`config.mk`:
```
export PLATFORM = sky130hd
export DESIGN_NAME = pic_host_sequencer
export DESIGN_NICKNAME = d
export VERILOG_FILES = /design/src/rtl/pic_host_sequencer.sv
export SDC_FILE = /design/constraint.sdc
export NUM_CORES = 1
export LEC_CHECK = 0
export BUFFER_PORTS_ARGS = -buffer_cell sky130_fd_sc_hd__buf_2
export CAP_MARGIN = 40
export CELL_PAD_IN_SITES_DETAIL_PLACEMENT = 0
export CELL_PAD_IN_SITES_GLOBAL_PLACEMENT = 1
export CORE_ASPECT_RATIO = 0.5
export CORE_MARGIN = 2
export CORE_UTILIZATION = 39
export DETAILED_ROUTE_END_ITERATION = 10
export GPL_TIMING_DRIVEN = 1
export PLACE_DENSITY = 0.76
export SYNTH_ARGS = -nofsm -noshare
export SYNTH_HDL_FRONTEND = slang
export SYNTH_SLANG_ARGS = --single-unit
```
`constraint.sdc`:
```
create_clock -name clk -period 2.4 [get_ports clk]
set_input_delay 0.48 -clock clk [delete_from_list [all_inputs] [get_ports clk]]
set_output_delay 0.48 -clock clk [all_outputs]
set_load 0.05 [all_outputs]
```
`src/rtl/pic_host_sequencer.sv`:
```
// -----------------------------------------------------------------------------
// pic_host_sequencer
//
// Host-side sequencer for an 8259-style interrupt controller. It programs the
// PIC with its initialization command words, then services interrupts by
// running the two-pulse INTA handshake and capturing the vector that the PIC
// presents during the second pulse.
//
// Parameters
//   PULSE_W   low width, in clk cycles, of every WR and INTA strobe (1..15)
//   GAP_W     high cycles between INTA1 and INTA2 (1..15)
//
// Ports
//   clk, reset_n            clock; asynchronous active-low reset
//   icw_start               one-cycle request to program the PIC (IDLE only)
//   icw1..icw4              init words, sampled on the accepted icw_start cycle
//   int_en                  enables interrupt acknowledge
//   INT                     asynchronous interrupt request from the PIC
//   DATA_IN                 PIC data bus, sampled on the last INTA2 cycle
//   DATA_OUT, A0            write data and address to the PIC
//   CS, WR, RD, INTA        active-low PIC strobes (RD is reserved, held high)
//   vector, vector_valid    last captured vector; one-cycle update pulse
//   busy, init_done         sequence in progress; PIC programmed
// -----------------------------------------------------------------------------
module pic_host_sequencer #(
  parameter int unsigned PULSE_W = 2,
  parameter int unsigned GAP_W   = 1
) (
  input  logic       clk,
  input  logic       reset_n,
  input  logic       icw_start,
  input  logic [7:0] icw1,
  input  logic [7:0] icw2,
  input  logic [7:0] icw3,
  input  logic [7:0] icw4,
  input  logic       int_en,
  input  logic       INT,
  input  logic [7:0] DATA_IN,
  output logic [7:0] DATA_OUT,
  output logic       CS,
  output logic       WR,
  output logic       RD,
  output logic       INTA,
  output logic       A0,
  output logic [7:0] vector,
  output logic       vector_valid,
  output logic       busy,
  output logic       init_done
);

  typedef enum logic [2:0] {
    IDLE, W_SETUP, W_STROBE, W_HOLD, ACK1, ACK_GAP, ACK2, DONE
  } state_e;

  // Counters hold "cycles remaining minus one", so a phase ends when they hit 0.
  localparam logic [3:0] PULSE_RELOAD = 4'(PULSE_W - 1);
  localparam logic [3:0] GAP_RELOAD   = 4'(GAP_W - 1);

  state_e          state_q, state_d;
  logic [3:0]      cnt_q, cnt_d;
  logic [1:0]      idx_q, idx_d;     // which init word is on the bus
  logic [3:0][7:0] icw_q, icw_d;     // icw_q[0] = ICW1 ... icw_q[3] = ICW4
  logic [1:0]      cool_q, cool_d;   // post-acknowledge cooldown cycles left
  logic            init_done_q, init_done_d;
  logic [7:0]      vector_q, vector_d;
  logic            int_m_q, int_s_q; // INT synchronizer, int_s_q is the output

  logic            has_next;
  logic [1:0]      next_idx;
  logic            ack_ok;
  logic            in_write;

  // Next word in the write list: ICW3 only in cascade mode (ICW1[1]=0),
  // ICW4 only when ICW1[0] requests it.
  always_comb begin
    has_next = 1'b1;
    next_idx = idx_q;
    unique case (idx_q)
      2'd0: next_idx = 2'd1;
      2'd1: begin
        if (!icw_q[0][1])     next_idx = 2'd2;
        else if (icw_q[0][0]) next_idx = 2'd3;
        else                  has_next = 1'b0;
      end
      2'd2: begin
        if (icw_q[0][0]) next_idx = 2'd3;
        else             has_next = 1'b0;
      end
      default: has_next = 1'b0;
    endcase
  end

  assign ack_ok = int_s_q && int_en && init_done_q && (cool_q == 2'd0);

  // NOTE: every signal driven here gets a default first, so no path through
  // the case statement leaves one unassigned and infers a latch.
  always_comb begin
    state_d     = state_q;
    cnt_d       = cnt_q;
    idx_d       = idx_q;
    icw_d       = icw_q;
    cool_d      = cool_q;
    init_done_d = init_done_q;
    vector_d    = vector_q;

    unique case (state_q)
      IDLE: begin
        if (cool_q != 2'd0) cool_d = cool_q - 2'd1;
        // Programming wins over a simultaneous acknowledge; the ack condition
        // is simply evaluated again once the writes are finished.
        if (icw_start) begin
          icw_d       = {icw4, icw3, icw2, icw1};
          idx_d       = 2'd0;
          init_done_d = 1'b0;
          cool_d      = 2'd0;
          cnt_d       = 4'd0;
          state_d     = W_SETUP;
        end else if (ack_ok) begin
          cnt_d   = PULSE_RELOAD;
          state_d = ACK1;
        end
      end
      W_SETUP: begin
        cnt_d   = PULSE_RELOAD;
        state_d = W_STROBE;
      end
      W_STROBE: begin
        if (cnt_q == 4'd0) begin
          cnt_d   = 4'd0;
          state_d = W_HOLD;
        end else begin
          cnt_d = cnt_q - 4'd1;
        end
      end
      W_HOLD: begin
        cnt_d = 4'd0;
        if (has_next) begin
          idx_d   = next_idx;
          state_d = W_SETUP;
        end else begin
          init_done_d = 1'b1;
          state_d     = IDLE;
        end
      end
      ACK1: begin
        if (cnt_q == 4'd0) begin
          cnt_d   = GAP_RELOAD;
          state_d = ACK_GAP;
        end else begin
          cnt_d = cnt_q - 4'd1;
        end
      end
      ACK_GAP: begin
        if (cnt_q == 4'd0) begin
          cnt_d   = PULSE_RELOAD;
          state_d = ACK2;
        end else begin
          cnt_d = cnt_q - 4'd1;
        end
      end
      ACK2: begin
        if (cnt_q == 4'd0) begin
          vector_d = DATA_IN;  // PIC drives the vector during INTA2
          cnt_d    = 4'd0;
          state_d  = DONE;
        end else begin
          cnt_d = cnt_q - 4'd1;
        end
      end
      DONE: begin
        cnt_d   = 4'd0;
        cool_d  = 2'd2;
        state_d = IDLE;
      end
    endcase
  end

  // NOTE: sequential state uses non-blocking assignments only, so every flop
  // samples the pre-edge value of every other flop.
  always_ff @(posedge clk or negedge reset_n) begin
    if (!reset_n) begin
      state_q     <= IDLE;
      cnt_q       <= 4'd0;
      idx_q       <= 2'd0;
      // NOTE: the init-word store is small, so it is reset with everything
      // else; DATA_OUT is then well defined from the first cycle.
      icw_q       <= '0;
      cool_q      <= 2'd0;
      init_done_q <= 1'b0;
      vector_q    <= 8'h00;
      int_m_q     <= 1'b0;
      int_s_q     <= 1'b0;
    end else begin
      state_q     <= state_d;
      cnt_q       <= cnt_d;
      idx_q       <= idx_d;
      icw_q       <= icw_d;
      cool_q      <= cool_d;
      init_done_q <= init_done_d;
      vector_q    <= vector_d;
      int_m_q     <= INT;
      int_s_q     <= int_m_q;
    end
  end

  // Strobes decode straight from the state register, so reset releases them
  // asynchronously and WR/INTA can never be low together.
  assign in_write     = (state_q == W_SETUP) || (state_q == W_STROBE) || (state_q == W_HOLD);
  assign CS           = ~in_write;
  assign WR           = ~(state_q == W_STROBE);
  assign RD           = 1'b1;
  assign INTA         = ~((state_q == ACK1) || (state_q == ACK2));
  assign A0           = in_write && (idx_q != 2'd0);
  assign DATA_OUT     = in_write ? icw_q[idx_q] : 8'h00;
  assign vector       = vector_q;
  assign vector_valid = (state_q == DONE);
  assign busy         = (state_q != IDLE);
  assign init_done    = init_done_q;

endmodule

```
==> results of run 1 <==
[critical path, stage by stage, from the launching register on]
cell                      delay, ps
sky130_fd_sc_hd__dfrtp_1        660
sky130_fd_sc_hd__inv_1          130
sky130_fd_sc_hd__ha_1           270
sky130_fd_sc_hd__nor2_1         120
sky130_fd_sc_hd__buf_2          270
[through the flow]
stage,cells,util [%],cell area [sq um],hold WS [ps],setup WS (ps)
finish,373,49.63,3299,289.1,182.9
global route,373,49.63,3299,281.0,66.96
CTS,373,49.63,3299,281.5,155.6
detailed placement,364,46.89,3117,285.0,366.4
global placement,364,46.89,3117,280.1,417.4
floorplan,209,-,2675,184.4,136.3
[sequential cells by signal (all words and copies together) (netlist names)]
name / count
cnt_q: 4
cool_q: 2
icw_q: 32
idx_q: 2
init_done: 1
int_m_q: 1
int_s_q: 1
state_q: 3
vector: 8
[power groups by stage]
stage	logic, mW	registers, mW	clock network, mW
3_5_place_dp	1.90	1.64	0
3_3_place_gp	1.85	1.62	0
5_1_grt	2.07	1.69	0.912
2_1_floorplan	1.31	1.79	0
4_1_cts	1.91	1.63	0.864
6_report	1.88	1.62	0.838
[area by class of cell]
cell class | count | area, sq um
fillers | 597 | 3348
flip-flops and latches | 54 | 1351
multi-input cells | 135 | 1216
repair buffers | 75 | 410.4
clock buffers | 5 | 125.1
well taps | 92 | 115.1
clock inverters | 3 | 47.55
inverters | 9 | 33.78
[cells in the final DEF, fill, tap and decap left out, types with 6 or more instances in the layout]
| cell type | netlist | routed |
|---|---|---|
| sky130_fd_sc_hd__nor2b_1 | 11 | 11 |
| sky130_fd_sc_hd__dfrtp_1 | 54 | 54 |
| sky130_fd_sc_hd__mux4_2 | 8 | 8 |
| sky130_fd_sc_hd__mux2_2 | 19 | 19 |
| sky130_fd_sc_hd__buf_4 | 1 | 6 |
| sky130_fd_sc_hd__o21ai_0 | 7 | 7 |
| sky130_fd_sc_hd__ha_1 | 6 | 6 |
| sky130_fd_sc_hd__buf_2 | 5 | 67 |
| sky130_fd_sc_hd__mux2_1 | 20 | 20 |
| sky130_fd_sc_hd__nor2_1 | 11 | 11 |
| sky130_fd_sc_hd__inv_1 | 9 | 9 |
[kinds of logic after synthesis]
logic type | count (synthesis) | share of synthesized area [%]
other | 1 | 0.1404
AO/OA/AOI/OAI | 25 | 6.323
XOR/XNOR | 1 | 0.3279
adder cells (fa/ha/maj) | 6 | 2.810
buffers and inverters | 20 | 4.028
multiplexers | 47 | 23.19
flip-flops | 54 | 50.59
AND/OR/NAND/NOR | 55 | 12.60
[worst paths after layout]
check                             end  startpoint  depth (start not counted)
max in group asynchronous   vector[5]     reset_n                          3
hold reg to reg               int_s_q     int_m_q                          0
setup / recovery                   A0    idx_q[1]                          4
min in group asynchronous    icw_q[7]     reset_n                          2
hold / removal                int_m_q         INT                          1
setup reg to reg           state_q[0]    idx_q[1]                          6
[layer usage]
layer | global-route usage (%) | up-vias
li1 | - | 881
met3 | 4.562 | 8
met5 | 0 | -
met4 | 6.250 | 0
met2 | 24.79 | 34
met1 | 18.00 | 914
==> Flow_metrics.wiki, run 1 <==
{| class="wikitable"
! Metric !! Value
|-
| Total power after layout || 4.342 mW
|-
| Type of the worst setup path || reg2out
|-
| Most instantiated flip-flop cell in the synthesis netlist || sky130_fd_sc_hd__dfrtp_1
|-
| Cell count after synthesis || around 210
|-
| Synth top area cells || sky130_fd_sc_hd__dfrtp_1 51%, sky130_fd_sc_hd__mux2_1 8.4%, sky130_fd_sc_hd__mux2_2 8.0%, sky130_fd_sc_hd__mux4_2 6.7%, sky130_fd_sc_hd__ha_1 2.8%
|-
| Clock transition at path regs || 70 ps
|-
| Logic pwr share || roughly 43%
|-
| Count of unresolved DRC violations after routing || 0
|-
| Final clock skew || just over 4 ps
|-
| Post-detailed-routing wire length || about 5100 microns
|-
| Syn-to-layout area delta || 23.51%
|-
| Top-level port count || 69
|-
| Worst voltage drop across the vdd grid || 0.5073 mV
|-
| Cell area after technology mapping || between 0.002 and 0.003 sq mm
|-
| Number of antenna cells inserted || 0
|-
| Total of endpoints with negative setup slack in the final report || 0
|-
| TritonCTS clock tree || done
|-
| Total Negative Setup Slacks || 0 ps
|-
| Actual slew at the worst max-slew pin || between 600 and 700 ps
|-
| First-pass detailed-route iteration total || 4
|-
| Core Box Area || 0.006648 sq mm
|-
| Sink count of the clock tree || 54
|-
| Hold Path Class || in2reg
|-
| Number of enable-type register cells in the synthesized netlist || 0
|-
| Global-route wire length before repair || 8838 microns
|-
| Initial cell density of the core || 40.18%
|-
| Worst-case headroom to the max-slew limit || between 50% and 60%
|-
| Setup slack of the worst register-to-register path || 350 ps
|-
| Pin count of the biggest net entering global routing || 36
|-
| Portion of the post-synthesis area used by sequential elements || 50.59%
|-
| Layout cell share with drive strength beyond 1 || between 40 and 50%
|-
| HPWL after DPL || 3762 microns
|-
| Internal power || approximately 2.7 mW
|-
| DIE WIDTH || 121.0 microns
|-
| Clock network power share || about 19%
|-
| Lkg Pwr || 1.506 nW
|-
| Distinct cell type count after synthesis || 42
|-
| Number of clock buffers inserted by TritonCTS || 5
|-
| Number of synthesized register bits || 54
|-
| Share of flip-flops with an asynchronous set or reset after synthesis || 100.0%
|-
| Pwr per Cell Area || 1316 mW/mm^2
|-
| M1 WL || between 2000 and 2500 microns
|-
| Max Transition Viols Final || 0
|-
| Number of maximum-capacitance constraint violations || 0
|-
| Data required, critical path || between 1500 and 2000 ps
|-
| Leading cell type by number of instances after synthesis || sky130_fd_sc_hd__dfrtp_1
|-
| Number of global-route vias before repair || 1,923
|-
| Detailed-route via count || approximately 1,800
|-
| Antenna-violating nets left || 0
|-
| P_sw || 1.680 mW
|-
| Synthesis Warnings || 0
|-
| Endpoint type of the worst setup path || output port
|-
| CTS hold repair buffers || 1
|-
| Period utilisation layout || 92.38%
|-
| Count of standard-cell rows || 21
|-
| Number of resized instances in the post-cts repair step || 0
|-
| Number of buffers on the longest clock path || 2
|-
| Cell chosen for the clock root || sky130_fd_sc_hd__clkbuf_16
|-
| Die extent in y || 62.52 microns
|-
| Switch share || 38.70%
|-
| Average instance area after synthesis || approximately 13 sq um
|-
| IO buf count || 67
|-
| Nets in the synthesized netlist || 260
|-
| H-tree depth || 2
|-
| Floorplan die area || about 0.0076 sq mm
|-
| Min Tclk post-route || 2217 ps
|-
| Net count reported at finish || 331
|-
| Final hold violations || 0
|-
| Ranking of synthesized cells by instance count || 54 x sky130_fd_sc_hd__dfrtp_1, 20 x sky130_fd_sc_hd__mux2_1, 19 x sky130_fd_sc_hd__mux2_2
|-
| Clock latency reported for the late side of the worst-skew pair || about 300 ps
|-
| Average via count per standard cell || 4.925
|-
| DRC marker count from the first detailed-route iteration || 20
|-
| Share of power burned in registers || 37.3%
|-
| Library cell with the largest summed area after synthesis || sky130_fd_sc_hd__dfrtp_1
|-
| Post-CTS setup buffers || 0
|-
| Weighted congestion at the end of routability-driven global placement || around 0.77
|-
| Critical Path Fanout Max || 12
|-
| CP startpoint kind || flop
|-
| Result of the run || finished, final reports clean
|-
| Initial antenna violation count || 0
|-
| Crit path DAT || 1740 ps
|-
| Max frequency || 0.4510 GHz
|-
| Total grt overflow || 0
|-
| Setup repair after global routing missed its margin || false
|-
| Routed length per placed instance || approximately 14 microns
|-
| Detailed-routed wire length on met2 || ~2500 microns
|-
| All-layer global routing usage || between 10% and 20%
|-
| Highest metal layer with signal wires || met4
|-
| Detail Route met3 WL || 258 microns
|-
| Area share of the largest cell type after synthesis || about half
|}
Note: power is estimated with default switching activity, not from simulation.
==> run 2, diff against run 1 <==
Settings changed: CORE_UTILIZATION 39 to 38, PLACE_DENSITY 0.76 to 0.77.
Clock period 2.4 ns to 1.79 ns, I/O delays scaled along.
==> Flow_metrics.wiki, run 2 (synthesized netlist as in run 1, its figures left out) <==
{| class="wikitable"
! Metric !! Value
|-
| Failing checks || setup timing
|-
| Count of standard-cell rows || 21 (unchanged)
|-
| Average via count per standard cell || 4.893 (was 4.925)
|-
| Number of buffers on the longest clock path || 2 (unchanged)
|-
| All-layer global routing usage || 15.20% (was 14.88%)
|-
| Area of the multi-input gates || 0.001355 sq mm (was 0.001216 sq mm)
|-
| Count of unresolved DRC violations after routing || 0 (unchanged)
|-
| Layout cell share with drive strength beyond 1 || 52.49% (was 40.57%)
|-
| Actual slew at the worst max-slew pin || 645.4 ps (was 641.4 ps)
|-
| Period utilisation layout || 111.2%
|-
| Share of power burned in registers || 33.7% (was 37.3%)
|-
| Register cell area after layout || 0.001356 sq mm (was 0.001351 sq mm)
|-
| Clock network power share || 15.2% (was 19.3%)
|-
| Number of clock buffers inserted by TritonCTS || 5 (unchanged)
|-
| Setup repair after global routing missed its margin || true (was false)
|-
| Critical R2R Capture || state_q[0] (unchanged)
|-
| Cell chosen for the clock root || sky130_fd_sc_hd__clkbuf_16 (unchanged)
|-
| Logic pwr share || 51.1% (was 43.4%)
|-
| Final worst setup slack || -199.7 ps (was 182.9 ps)
|-
| Core Box Area || 0.006753 sq mm (was 0.006648 sq mm)
|-
| Net count reported at finish || 351 (was 331)
|-
| Number of maximum-capacitance constraint violations || 0 (unchanged)
|-
| Total power after layout || 6.423 mW (was 4.342 mW)
|-
| Most frequent standard cell in the layout excluding fill and tap cells || sky130_fd_sc_hd__buf_2 (unchanged)
|-
| DIE WIDTH || 122.6 microns (was 121.0 microns)
|-
| Clock transition at path regs || 70 ps (about the same)
|-
| Syn-to-layout area delta || 37.85% (was 23.51%)
|-
| Floorplan die area || 0.007757 sq mm (was 0.007567 sq mm)
|-
| Clock latency reported for the late side of the worst-skew pair || 290 ps (was 300 ps)
|-
| IO buf count || 67 (unchanged)
|-
| Type of the worst setup path || reg2out (unchanged)
|-
| Initial antenna violation count || 0 (unchanged)
|-
| Critical Path Fanout Max || 4 (was 12)
|-
| Total of endpoints with negative setup slack in the final report || 10 (was 0)
|-
| First-pass detailed-route iteration total || 4 (unchanged)
|-
| Worst-case headroom to the max-slew limit || 56.52% (was 56.79%)
|-
| Max Transition Viols Final || 0 (unchanged)
|-
| Endpoint type of the worst setup path || output port (unchanged)
|-
| Pin count of the biggest net entering global routing || 55 (was 36)
|-
| Crit path DAT || 1630 ps (was 1740 ps)
|-
| Number of antenna cells inserted || 0 (unchanged)
|-
| Internal power || 3.989 mW (was 2.662 mW)
|-
| Global-route wire length before repair || 9259 microns (was 8838 microns)
|-
| Worst r2r path cells || 8 (was 6)
|-
| Weighted congestion at the end of routability-driven global placement || 0.8022 (was 0.7722)
|-
| TritonCTS clock tree || done (unchanged)
|-
| Switch share || 37.89% (was 38.70%)
|-
| Top-level port count || 69 (unchanged)
|-
| Post-route standard cell area excluding fillers || 0.003682 sq mm (was 0.003299 sq mm)
|-
| Result of the run || finished with violations (was finished, final reports clean)
|-
| Leading cell types in the layout, fill and taps excluded || 56 x sky130_fd_sc_hd__buf_2, 50 x sky130_fd_sc_hd__dfrtp_1, 21 x sky130_fd_sc_hd__buf_4 (was 67 x sky130_fd_sc_hd__buf_2, 54 x sky130_fd_sc_hd__dfrtp_1, 20 x sky130_fd_sc_hd__mux2_1)
|-
| Sink count of the clock tree || 54 (unchanged)
|-
| H-tree depth || 2 (unchanged)
|-
| Data required, critical path || 1430 ps (was 1920 ps)
|-
| Total grt overflow || 0 (unchanged)
|-
| Final clock skew || 4.398 ps (was 4.159 ps)
|-
| Largest register FFs || 32 (unchanged)
|-
| Filler cell count in the final layout || 566 (was 597)
|-
| Post-detailed-routing wire length || 5496 microns (was 5100 microns)
|-
| Placed Area || 0.003269 sq mm (was 0.003117 sq mm)
|-
| Initial cell density of the core || 39.56% (was 40.18%)
|-
| Max frequency || 0.5026 GHz
|-
| Die extent in y || 63.29 microns (was 62.52 microns)
|-
| Setup slack of the worst register-to-register path || -100 ps (was 350 ps)
|-
| CP startpoint kind || flop (unchanged)
|-
| Hold Path Class || in2async (was in2reg)
|-
| HPWL after DPL || 3910 microns (was 3762 microns)
|-
| Final hold violations || 0 (unchanged)
|-
| Pwr per Cell Area || 1744 mW/mm^2 (was 1316 mW/mm^2)
|-
| Routed length per placed instance || 13.98 microns (was 13.67 microns)
|-
| Min Tclk post-route || 1990 ps
|-
| Lkg Pwr || 1.656 nW (was 1.506 nW)
|-
| DRC marker count from the first detailed-route iteration || 89 (was 20)
|-
| Antenna-violating nets left || 0 (unchanged)
|-
| Biggest register || icw_q (unchanged)
|-
| CTS hold repair buffers || 0 (was 1)
|-
| FF-to-FF Start || idx_q[0] (was idx_q[1])
|-
| Number of global-route vias before repair || 1,987 (was 1,923)
|-
| Detailed-route via count || 1,923 (was 1,837)
|-
| P_sw || 2.434 mW (was 1.680 mW)
|-
| Worst voltage drop across the vdd grid || 0.6238 mV (was 0.5073 mV)
|}
run 2: changes by cell type in the layout (fill, tap and decap cells not counted), sizes merged:
| cell | delta |
|---|---|
| clkinv | +1 |
| dlygate4sd3 | -1 |
| bufinv | -1 |
| buf | +20 |
| inv | -2 |
| clkbuf | +3 |
run 2: how the worst max path moves through the flow:
| stage | slack, ps | startpoint | cells after the start | endpoint |
|---|---|---|---|---|
| 2_1_floorplan | 7 | state_q[2] | 3 | DATA_OUT[0] |
| 3_3_place_gp | 0.5 | cnt_q[0] | 5 | vector[7] |
| 3_5_place_dp | -100 | idx_q[0] | 7 | state_q[0] |
| 4_1_cts | -210 | idx_q[0] | 4 | DATA_OUT[7] |
| 5_1_grt | -260 | idx_q[0] | 4 | DATA_OUT[4] |
| 6_report | -200 | idx_q[0] | 4 | DATA_OUT[7] |
run 2: metrics by stage:
step / cells / util, % / worst slack, ps / hold slack [ps] / TNS [ps]
3_3_place_gp: 377 / 48.42 / 0.5298 / 335.3 / 0
3_5_place_dp: 377 / 48.42 / -96.40 / 352.3 / -436.0
4_1_cts: 388 / 52.79 / -208.9 / 67.52 / -1960
6_report: 393 / 54.53 / -199.7 / 56.73 / -1725
2_1_floorplan: 209 / - / 7.406 / 62.41 / 0
5_1_grt: 393 / 54.53 / -256.4 / 86.26 / -2448
run 2: what timing repair did:
item | in CTS | in global routing
gates resized for setup | 39 | 14
setup buffers | 3 | 5
pin swaps | 2 | 3
endpoints found under the setup margin | 21 | 22
run 2: power by group through the flow:
stage	Clock (mW)	Combinational, mW	Sequential, mW
3_3_place_gp	0	2.77	2.16
3_5_place_dp	0	2.85	2.19
4_1_cts	1.01	3.09	2.18
2_1_floorplan	0	1.81	2.40
5_1_grt	1.06	3.52	2.25
6_report	0.977	3.28	2.16
run 2: final cells by class:
type                    count  share of cell area, %
flip-flops and latches     54                  36.83
repair buffers             95                  18.25
multi-input cells         135                  36.80
well taps                  92                  3.126
clock buffers               7                  3.874
clock inverters             1                 0.1359
inverters                   9                 0.9854
run 2: worst max-delay path: stages, from the launching register on:
cell	delay [ps]
sky130_fd_sc_hd__dfrtp_2	410
sky130_fd_sc_hd__buf_6	140
sky130_fd_sc_hd__mux4_2	500
sky130_fd_sc_hd__nor2b_4	140
sky130_fd_sc_hd__buf_6	140
run 2: routing by layer:
metal	track usage, %	routed length [microns]	vias to the layer above
li1	-	-	924
met1	19.48	2518	956
met2	25.00	2743	41
met3	4.257	213	2
met4	4.885	21	0
met5	0	0	-
==> run 3, diff against run 2 <==
Settings changed: CORE_ASPECT_RATIO 0.5 to 0.9, CORE_UTILIZATION 38 to 39, PLACE_DENSITY 0.77 to 0.76.
Clock period 1.79 ns to 2.43 ns, I/O delays scaled along.
==> Flow_metrics.wiki, run 3 (synthesized netlist as in run 1, its figures left out) <==
{| class="wikitable"
! Metric !! Value
|-
| Result of the run || finished, final reports clean (was finished with violations)
|-
| Endpoint type of the worst setup path || output port (unchanged)
|-
| Number of global-route vias before repair || 1,744 (was 1,987)
|-
| Sink count of the clock tree || 54 (unchanged)
|-
| Max frequency || between 0.4 and 0.5 GHz
|-
| Share of power burned in registers || 40.8% (was 33.7%)
|-
| TritonCTS clock tree || done (unchanged)
|-
| P_sw || 1.603 mW (was 2.434 mW)
|-
| Internal power || 2.352 mW (was 3.989 mW)
|-
| Worst voltage drop across the vdd grid || 0.5583 mV (was 0.6238 mV)
|-
| H-tree depth || 2 (unchanged)
|-
| Floorplan die area || 0.007529 sq mm (was 0.007757 sq mm)
|-
| Top-level port count || 69 (unchanged)
|-
| Post-CTS setup buffers || 0 (was 3)
|-
| Final standard cell count with taps included and fillers excluded || 367 (was 393)
|-
| Total power after layout || 3.955 mW (was 6.423 mW)
|-
| Total of endpoints with negative setup slack in the final report || 0 (was 10)
|-
| Pwr per Cell Area || 1234 mW/mm^2 (was 1744 mW/mm^2)
|-
| Hold Path Class || in2async (unchanged)
|-
| Max Transition Viols Final || 0 (unchanged)
|-
| DIE WIDTH || 91.24 microns (was 122.6 microns)
|-
| Pin count of the biggest net entering global routing || 36 (was 55)
|-
| Min Tclk post-route || 2268 ps
|-
| Core Box Area || 0.006621 sq mm (was 0.006753 sq mm)
|-
| Type of the worst setup path || reg2out (unchanged)
|-
| All-layer global routing usage || 14.14% (was 15.20%)
|-
| Final clock skew || 15.48 ps (was 4.398 ps)
|-
| Initial cell density of the core || 40.34% (was 39.56%)
|-
| Antenna-violating nets left || 0 (unchanged)
|-
| Placed Area || 0.003104 sq mm (was 0.003269 sq mm)
|-
| Syn-to-layout area delta || 20.00% (was 37.85%)
|-
| Clock latency reported for the late side of the worst-skew pair || 310 ps (was 290 ps)
|-
| Setup slack of the worst register-to-register path || 420 ps (was -100 ps)
|-
| Switch share || 40.53% (was 37.89%)
|-
| CTS hold repair buffers || 0 (unchanged)
|-
| Global-route wire length before repair || 8369 microns (was 9259 microns)
|-
| Weighted congestion at the end of routability-driven global placement || 0.7898 (was 0.8022)
|-
| DRC marker count from the first detailed-route iteration || 103 (was 89)
|-
| Number of maximum-capacitance constraint violations || 0 (unchanged)
|-
| Worst r2r path cells || 6 (was 8)
|-
| Number of buffers on the longest clock path || 2 (unchanged)
|-
| Net count reported at finish || 327 (was 351)
|-
| Die extent in y || 82.52 microns (was 63.29 microns)
|-
| Number of resized instances in the post-cts repair step || 0 (was 39)
|-
| Clock network power share || 13.4% (was 15.2%)
|-
| Period utilisation layout || between 90% and 100%
|-
| Routed length per placed instance || 13.56 microns (was 13.98 microns)
|-
| Biggest register || icw_q (unchanged)
|-
| Count of standard-cell rows || 28 (was 21)
|-
| HPWL after DPL || 3605 microns (was 3910 microns)
|-
| Average via count per standard cell || 4.850 (was 4.893)
|-
| Clock transition at path regs || 110 ps (was 70 ps)
|-
| Initial antenna violation count || 0 (unchanged)
|-
| Final hold violations || 0 (unchanged)
|-
| Total grt overflow || 0 (unchanged)
|-
| Actual slew at the worst max-slew pin || 585.5 ps (was 645.4 ps)
|-
| Worst-case headroom to the max-slew limit || 60.56% (was 56.52%)
|-
| CP startpoint kind || flop (unchanged)
|-
| IO buf count || 67 (unchanged)
|-
| Number of antenna cells inserted || 0 (unchanged)
|-
| Setup repair after global routing missed its margin || false (was true)
|-
| Largest register FFs || 32 (unchanged)
|-
| Crit path DAT || 1780 ps (was 1630 ps)
|-
| Count of unresolved DRC violations after routing || 0 (unchanged)
|-
| Post-detailed-routing wire length || 4975 microns (was 5496 microns)
|-
| Number of clock buffers inserted by TritonCTS || 5 (unchanged)
|-
| Post-route standard cell area excluding fillers || 0.003206 sq mm (was 0.003682 sq mm)
|-
| Data required, critical path || 1940 ps (was 1430 ps)
|-
| Lkg Pwr || 1.456 nW (was 1.656 nW)
|-
| Total Negative Setup Slacks || 0 ps (was -1725 ps)
|-
| Final standard cell utilization of the core || 48.41% (was 54.53%)
|-
| First-pass detailed-route iteration total || 5 (was 4)
|-
| Logic pwr share || 45.8% (was 51.1%)
|-
| Critical Path Fanout Max || 12 (was 4)
|-
| Cell chosen for the clock root || sky130_fd_sc_hd__clkbuf_8 (was sky130_fd_sc_hd__clkbuf_16)
|-
| Detailed-route via count || 1,780 (was 1,923)
|-
| Layout cell share with drive strength beyond 1 || 40.43% (was 52.49%)
|-
| Leading cell types in the layout, fill and taps excluded || 67 x sky130_fd_sc_hd__buf_2, 53 x sky130_fd_sc_hd__dfrtp_1, 20 x sky130_fd_sc_hd__mux2_1 (was 56 x sky130_fd_sc_hd__buf_2, 50 x sky130_fd_sc_hd__dfrtp_1, 21 x sky130_fd_sc_hd__buf_4)
|-
| Post-placement cell count || 359 (was 377)
|-
| Most frequent standard cell in the layout excluding fill and tap cells || sky130_fd_sc_hd__buf_2 (unchanged)
|}
run 3: cell count changes in the layout (fill, tap and decap cells not counted), sizes merged:
cell    before  now
clkinv       1    2
buf         94   71
clkbuf       8    6
run 3: cell type report:
cell class | count | area [sq um]
fillers | 611 | 3416
flip-flops and latches | 54 | 1353
multi-input cells | 135 | 1216
repair buffers | 71 | 390.4
well taps | 90 | 112.6
clock buffers | 6 | 82.58
inverters | 9 | 33.78
clock inverters | 2 | 17.52
run 3: path summary, 6_finish.rpt:
path,from,to
worst max-delay path,idx_q[1],A0
worst min-delay path,reset_n,icw_q[10]
worst max register to register,idx_q[1],state_q[0]
worst min register to register,int_m_q,int_s_q
max in group asynchronous,reset_n,state_q[0]
min in group clk,INT,int_m_q
run 3: through the flow:
stage	worst slack, ps	hold slack (ps)
after global placement	466.6	335.3
final	161.5	155.4
after floorplan	160.3	190.4
after CTS	132.5	160.4
after detailed placement	434.6	334.7
after global routing	8.032	184.3
run 3: layer usage:
metal	GRT usage, %	share of wire [%]	up-vias
li1	-	-	871
met1	19.25	46	860
met2	22.59	48	43
met3	3.176	4.2	6
met4	5.000	1.5	0
met5	0	0	-
run 3: power by group through the flow:
| stage | Combinational (mW) | Clock, mW | Sequential [mW] |
|---|---|---|---|
| global route | 1.99 | 0.594 | 1.69 |
| floorplan | 1.29 | 0 | 1.77 |
| finish | 1.81 | 0.530 | 1.62 |
| global placement | 1.80 | 0 | 1.63 |
| detailed placement | 1.83 | 0 | 1.64 |
| CTS | 1.84 | 0.560 | 1.62 |
run 3: critical path, stage by stage, from the launching register on:
cell and delay, ps:
sky130_fd_sc_hd__dfrtp_1 660, sky130_fd_sc_hd__inv_1 120, sky130_fd_sc_hd__ha_1 270, sky130_fd_sc_hd__nor2_1 140
sky130_fd_sc_hd__buf_2 280
